<file path="src/rtl/sub_chunked_if.sv">
// sub_chunked_if -- bus bundle for the chunk-serial subtractor.
//
// Purpose: groups the operation handshake and chunk data of sub_chunked.
// Parameter W is the chunk width and must equal N/CC of the attached block.
//
// Handshake: start is a request with no ready; it is taken as chunk 0
// whenever the block is idle (busy=0). This includes the cycle in which
// done=1. While busy=1 the block samples a/b every cycle and ignores start.
// c_valid marks a fresh result chunk on c. c holds its value otherwise.
//
// Signals:
//   start      master->slave  begin an operation (this cycle carries chunk 0)
//   a, b       master->slave  minuend / subtrahend chunk, LS chunk first
//   c          slave->master  registered difference chunk
//   c_valid    slave->master  c carries a new chunk this cycle
//   busy       slave->master  block is sampling chunks 1..CC-1
//   done       slave->master  one-cycle pulse with the final chunk on c
//   borrow_out slave->master  final borrow (A < B); only with SUB_BORROW_OUT_EN
//   state_dbg  slave->master  FSM state for debug (0 = IDLE, 1 = BUSY)
interface sub_chunked_if #(
  parameter int W = 4
) ();
  logic         start;
  logic [W-1:0] a;
  logic [W-1:0] b;
  logic [W-1:0] c;
  logic         c_valid;
  logic         busy;
  logic         done;
`ifdef SUB_BORROW_OUT_EN
  logic         borrow_out;
`endif
  logic         state_dbg;

  modport master (
    output start, a, b,
`ifdef SUB_BORROW_OUT_EN
    input  borrow_out,
`endif
    input  c, c_valid, busy, done, state_dbg
  );

  modport slave (
    input  start, a, b,
`ifdef SUB_BORROW_OUT_EN
    output borrow_out,
`endif
    output c, c_valid, busy, done, state_dbg
  );
endinterface

</file>
<file path="src/rtl/sub_chunked.sv">
// sub_chunked -- N-bit subtractor that works on W = N/CC bit chunks, one
// chunk per clock, least significant chunk first. A borrow bit is carried
// between chunks. Each result chunk appears on c one cycle after its
// operands are sampled.
//
// Ports:
//   clk  single clock, rising edge
//   rst  synchronous, active-high reset
//   bus  sub_chunked_if.slave (start, a, b, c, c_valid, busy, done,
//        state_dbg, and borrow_out when enabled)
//
// Parameters: N (total width, default 128), CC (cycles per operation,
// default 32). N must be a multiple of CC.
//
// Build option: define SUB_BORROW_OUT_EN to add the registered borrow_out
// output. It is loaded with the borrow of the final chunk, so it is 1
// exactly when A < B.
module sub_chunked #(
  parameter int N  = 128,
  parameter int CC = 32
) (
  input  logic        clk,
  input  logic        rst,
  sub_chunked_if.slave bus
);
  localparam int W  = N / CC;
  localparam int CW = (CC > 1) ? $clog2(CC) : 1;

  typedef enum logic {IDLE = 1'b0, BUSY = 1'b1} state_t;

  state_t        state_q, state_d;
  logic [CW-1:0] cnt_q, cnt_d;
  logic          borrow_q, borrow_d;
  logic [W-1:0]  c_q, c_d;
  logic          c_valid_q, c_valid_d;
  logic          done_q, done_d;
`ifdef SUB_BORROW_OUT_EN
  logic          bo_q, bo_d;
`endif

  logic          borrow_in;
  logic [W:0]    diff_ext;

  // One extra bit on top captures the borrow. The top bit is 1 exactly
  // when a < b + borrow_in.
  assign diff_ext = {1'b0, bus.a} - {1'b0, bus.b} - {{W{1'b0}}, borrow_in};

  always_comb begin
    state_d   = state_q;
    cnt_d     = cnt_q;
    borrow_d  = borrow_q;
    c_d       = c_q;
    c_valid_d = 1'b0;
    done_d    = 1'b0;
    borrow_in = 1'b0;
`ifdef SUB_BORROW_OUT_EN
    bo_d      = bo_q;
`endif
    case (state_q)
      IDLE: begin
        if (bus.start) begin
          // Chunk 0 always starts with a clear borrow. Any borrow left from
          // an earlier or aborted operation is discarded.
          borrow_in = 1'b0;
          c_d       = diff_ext[W-1:0];
          c_valid_d = 1'b1;
          borrow_d  = diff_ext[W];
          if (CC == 1) begin
            done_d = 1'b1;
`ifdef SUB_BORROW_OUT_EN
            bo_d   = diff_ext[W];
`endif
          end else begin
            cnt_d   = CW'(1);
            state_d = BUSY;
          end
        end
      end
      BUSY: begin
        // start is ignored here. Operands are taken every cycle.
        borrow_in = borrow_q;
        c_d       = diff_ext[W-1:0];
        c_valid_d = 1'b1;
        borrow_d  = diff_ext[W];
        cnt_d     = cnt_q + CW'(1);
        if (cnt_q == CW'(CC - 1)) begin
          state_d = IDLE;
          cnt_d   = '0;
          done_d  = 1'b1;
`ifdef SUB_BORROW_OUT_EN
          bo_d    = diff_ext[W];
`endif
        end
      end
      default: state_d = IDLE;
    endcase
  end

  always_ff @(posedge clk) begin
    if (rst) begin
      state_q   <= IDLE;
      cnt_q     <= '0;
      borrow_q  <= 1'b0;
      c_q       <= '0;
      c_valid_q <= 1'b0;
      done_q    <= 1'b0;
`ifdef SUB_BORROW_OUT_EN
      bo_q      <= 1'b0;
`endif
    end else begin
      state_q   <= state_d;
      cnt_q     <= cnt_d;
      borrow_q  <= borrow_d;
      c_q       <= c_d;
      c_valid_q <= c_valid_d;
      done_q    <= done_d;
`ifdef SUB_BORROW_OUT_EN
      bo_q      <= bo_d;
`endif
    end
  end

  // BUSY spans exactly the cycles in which chunks 1..CC-1 are sampled.
  assign bus.c         = c_q;
  assign bus.c_valid   = c_valid_q;
  assign bus.busy      = (state_q == BUSY);
  assign bus.done      = done_q;
  assign bus.state_dbg = (state_q == BUSY);
`ifdef SUB_BORROW_OUT_EN
  assign bus.borrow_out = bo_q;
`endif
endmodule

</file>
<file path="src/flat_wrapper.sv">
// flat-port wrapper written by rule: the top's interface ports become plain ports
module sub_chunked_flat 
#(
  parameter int N  = 128,
  parameter int CC = 32
)
  (clk, rst, bus_start, bus_a, bus_b, bus_c, bus_c_valid, bus_busy, bus_done, bus_state_dbg);
  sub_chunked_if #(.W((N / CC))) bus_i ();
  input  logic clk;
  input  logic rst;
  input wire logic [$bits(bus_i.start)-1:0] bus_start;
  input wire logic [$bits(bus_i.a)-1:0] bus_a;
  input wire logic [$bits(bus_i.b)-1:0] bus_b;
  output wire logic [$bits(bus_i.c)-1:0] bus_c;
  output wire logic [$bits(bus_i.c_valid)-1:0] bus_c_valid;
  output wire logic [$bits(bus_i.busy)-1:0] bus_busy;
  output wire logic [$bits(bus_i.done)-1:0] bus_done;
  output wire logic [$bits(bus_i.state_dbg)-1:0] bus_state_dbg;
  assign bus_i.start = bus_start;
  assign bus_i.a = bus_a;
  assign bus_i.b = bus_b;
  assign bus_c = bus_i.c;
  assign bus_c_valid = bus_i.c_valid;
  assign bus_busy = bus_i.busy;
  assign bus_done = bus_i.done;
  assign bus_state_dbg = bus_i.state_dbg;
  sub_chunked #(.N(N), .CC(CC)) u_core (.clk(clk), .rst(rst), .bus(bus_i));
endmodule
</file>
<file path="config.mk">
export PLATFORM = sky130hd
export DESIGN_NAME = sub_chunked_flat
export DESIGN_NICKNAME = d
export VERILOG_FILES = /design/src/rtl/sub_chunked_if.sv /design/src/rtl/sub_chunked.sv /design/src/flat_wrapper.sv
export SDC_FILE = /design/constraint.sdc
export NUM_CORES = 1
export LEC_CHECK = 0
export CORE_MARGIN = 10
export CORE_UTILIZATION = 40
export DETAILED_ROUTE_END_ITERATION = 10
export PLACE_DENSITY = 0.67
export SLEW_MARGIN = 20
export SYNTH_ARGS = -nofsm -noshare
export SYNTH_HDL_FRONTEND = slang
export SYNTH_SLANG_ARGS = --single-unit
</file>
<file path="constraint.sdc">
create_clock -name clk -period 2.72 [get_ports clk]
set_clock_uncertainty 0.2 [all_clocks]
set_input_delay 0.272 -clock clk [delete_from_list [all_inputs] [get_ports clk]]
set_output_delay 0.272 -clock clk [all_outputs]
set_load 0.05 [all_outputs]
</file>
==> results.py <==
metrics = {
    "status": {
        "outcome": "complete, no violations",
    },
    "synth": {
        "async_flop_share_pct": 0,
        "synthesis.nets": 105,
        "syn_area_um2": 757,
        "syn_avg_cell_area_um2": 8.80,
        "synth.area.top_cells": "dfxtp_1 (34%), ha_1 (9.9%), fa_1 (5.3%), nand2_1 (5.0%), inv_1 (4.5%)",
        "synth-edff-count": 0,
        "synth_top_area_share_pct": 34.4,
        "synth.ff_latch_count": 13,
        "synth.distinct_cells": 33,
        "synth.yosys.seq_area_share_pct": 34.4,
        "synth_warnings": 0,
        "synthCells": 86,
        "synthFlopType": "dfxtp_1",
        "synth_top_cell_by_area": "dfxtp_1",
    },
    "layout": {
        "n_antenna_cell": 0,
        "fin_util_pct": 55.1,
        "syn_to_final_growth_pct": 28.4,
        "nNetsFinal": 125,
        "drive_gt1_share_pct": 8.57,
        "layout_commonest_cell": "clkdlybuf4s50_1",
        "final_cell_mix": "clkdlybuf4s50_1 (18), dfxtp_1 (13), nand2_1 (10)",
    },
    "setup_path": {
        "startpoint_type": "input port",
        "worst-r2r-setup-slack_ns": 0.71,
        "r2r_cells": 7,
        "cp_slowest_cell": "fa_1",
        "crit_chain": "clkdlybuf4s50_1, inv_1, fa_1, inv_1, fa_1, nor4bb_1, a31oi_1, a311oi_2",
        "crit_fanout": 3,
        "crit_end": "u_core.borrow_q",
        "cp-end-kind": "flip-flop",
        "critPathMaxStageDelay_ns": 0.46,
        "rr_endpoint": "u_core.borrow_q",
        "reg2reg_from": "u_core.borrow_q",
        "startpoint": "bus_b[0]",
        "crit_type": "in -> reg",
        "crit_required_ns": 2.70,
        "crit_arrival_ns": 2.14,
    },
    "sta": {
        "setup_ws_ns": 0.565,
        "hold_ws_ns": 0.252,
        "clock.fmax_ghz": 0.464,
        "min_period_ns": 2.16,
        "drv_slew": 0,
        "hold_violations": 0,
        "tns_ns": 0,
        "worstMarginPinSlew_ns": 0.573,
        "setup_viol": 0,
        "post-route-period-util_pct": 79.2,
        "slew_headroom_pct": 61.7,
        "grt_setup_unrepaired": "no",
    },
    "routing": {
        "drt-total-wl_mm": 1.56,
        "drt_pre_antenna_iters": 4,
        "ant_nets": 0,
        "drc": 0,
        "wire_per_inst_um": 12.0,
        "first_iter_violations": 13,
        "viasPerCell": 4.91,
        "vias": 638,
    },
    "clock_tree": {
        "cts_inserted_buffers": 3,
        "postCtsResizedCells": 0,
        "path_clk_slew_ns": 0.08,
        "cts_tree": "built",
        "cts_max_path_buffers": 2,
        "root_buffer": "clkbuf_4",
        "ctsHoldBuffers": 0,
        "htree_num_levels": 1,
        "cts.sinks": 13,
        "clock_latency_ns": 0.27,
        "post_cts_buffers": 0,
    },
    "global_routing": {
        "grt_pass1_wl_mm": 2.72,
        "grt_max_degree": 16,
        "grt_pass1_vias": 606,
        "gr-usage-all-layers_pct": 8.18,
        "antenna_found_initial": 0,
        "overflow": 0,
    },
    "die": {
        "core_um2": 1760,
        "rows": 15,
        "die-area_um2": 4030,
        "initial_utilization_pct": 42.9,
        "io_pins": 19,
        "die_h_um": 63.5,
        "die_w_um": 63.5,
    },
    "placement": {
        "gp_congestion": 0.727,
        "io_buffers": 18,
        "pre_cts_ws_ns": 0.279,
        "dpl.hpwl_mm": 1.20,
    },
    "worst_hold_path": {
        "hold_path.class": "reg -> reg",
    },
    "power_and_ir_drop": {
        "powerDensity_nw_per_um2": 496,
        "ir_drop_uv": 304,
        "p_leak_uw": 0.000404,
    },
    "run": {
        "maxCapViolCount": 0,
    },
}
## synthesized netlist by cell type (2+ instances only)
cell type and count:
a31oi_1 2, inv_1 9, ha_1 6, nor2b_1 2
nand3_1 3, buf_4 2, dfxtp_1 13, a21oi_1 6
nand3b_1 2, nor2_1 8, nand2_1 10, fa_1 2
## layer usage
layer	track usage [%]	share of wire, %
met3	3.53	8.5
met1	9.49	45
met2	12.4	45
met4	4.10	1.8
met5	0	0
## kinds of logic after synthesis
logic type | Yosys count | synth area share, %
AOI/OAI and AO/OA | 14 | 13.9
adders and majority gates | 8 | 15.2
xor gates and xnor gates | 1 | 1.16
DFF | 13 | 34.4
buffers and inverters | 13 | 8.43
and+or+nand+nor | 37 | 26.9
## state kept, by name (all words and copies together) (netlist names)
signal              cells
u_core.cnt_q            5
u_core.bus.c            4
u_core.borrow_q         1
u_core.bus.busy         1
u_core.bus.done         1
u_core.bus.c_valid      1
## stage by stage
step           instances  total power [uW]  cell area (um2)
6_report             130               482              972
5_1_grt              130               512              972
4_1_cts              130               489              972
3_5_place_dp         126               369              946
3_3_place_gp         126               367              946
2_1_floorplan         86               322              757
## worst min-delay path by stage
stage               startpoint              end  slack [ns]  depth (start not counted)
6_report       u_core.bus.c[0]  u_core.bus.c[0]        0.25                          2
5_1_grt        u_core.bus.c[0]  u_core.bus.c[0]        0.27                          2
4_1_cts        u_core.bus.c[0]  u_core.bus.c[0]        0.26                          2
3_5_place_dp   u_core.bus.c[0]  u_core.bus.c[0]        0.24                          2
3_3_place_gp   u_core.bus.c[0]  u_core.bus.c[0]        0.24                          2
2_1_floorplan              rst  u_core.bus.c[1]        0.14                          1
## worst max-delay path, delay by kind of cell
family / cells / cell delay (ns)
buffers and inverters: 3 / 0.59
and+or+nand+nor: 1 / 0.29
adders and majority gates: 2 / 0.68
AOI/OAI and AO/OA: 2 / 0.31
## power breakdown
group          internal, uW  total, uW  switching [uW]
logic                  64.3        152            88.1
clock network          56.7        118            61.7
registers               204        211            7.17
total                   325        482             157
## layout make-up
cell class / count / area (um2)
clock buffer: 4 / 26.3
fill: 172 / 792
inverter: 9 / 33.8
multi-input combinational: 60 / 433
sequential: 13 / 260
tap: 25 / 31.3
timing repair buffer: 19 / 188
(Power assumes the default switching activity.)
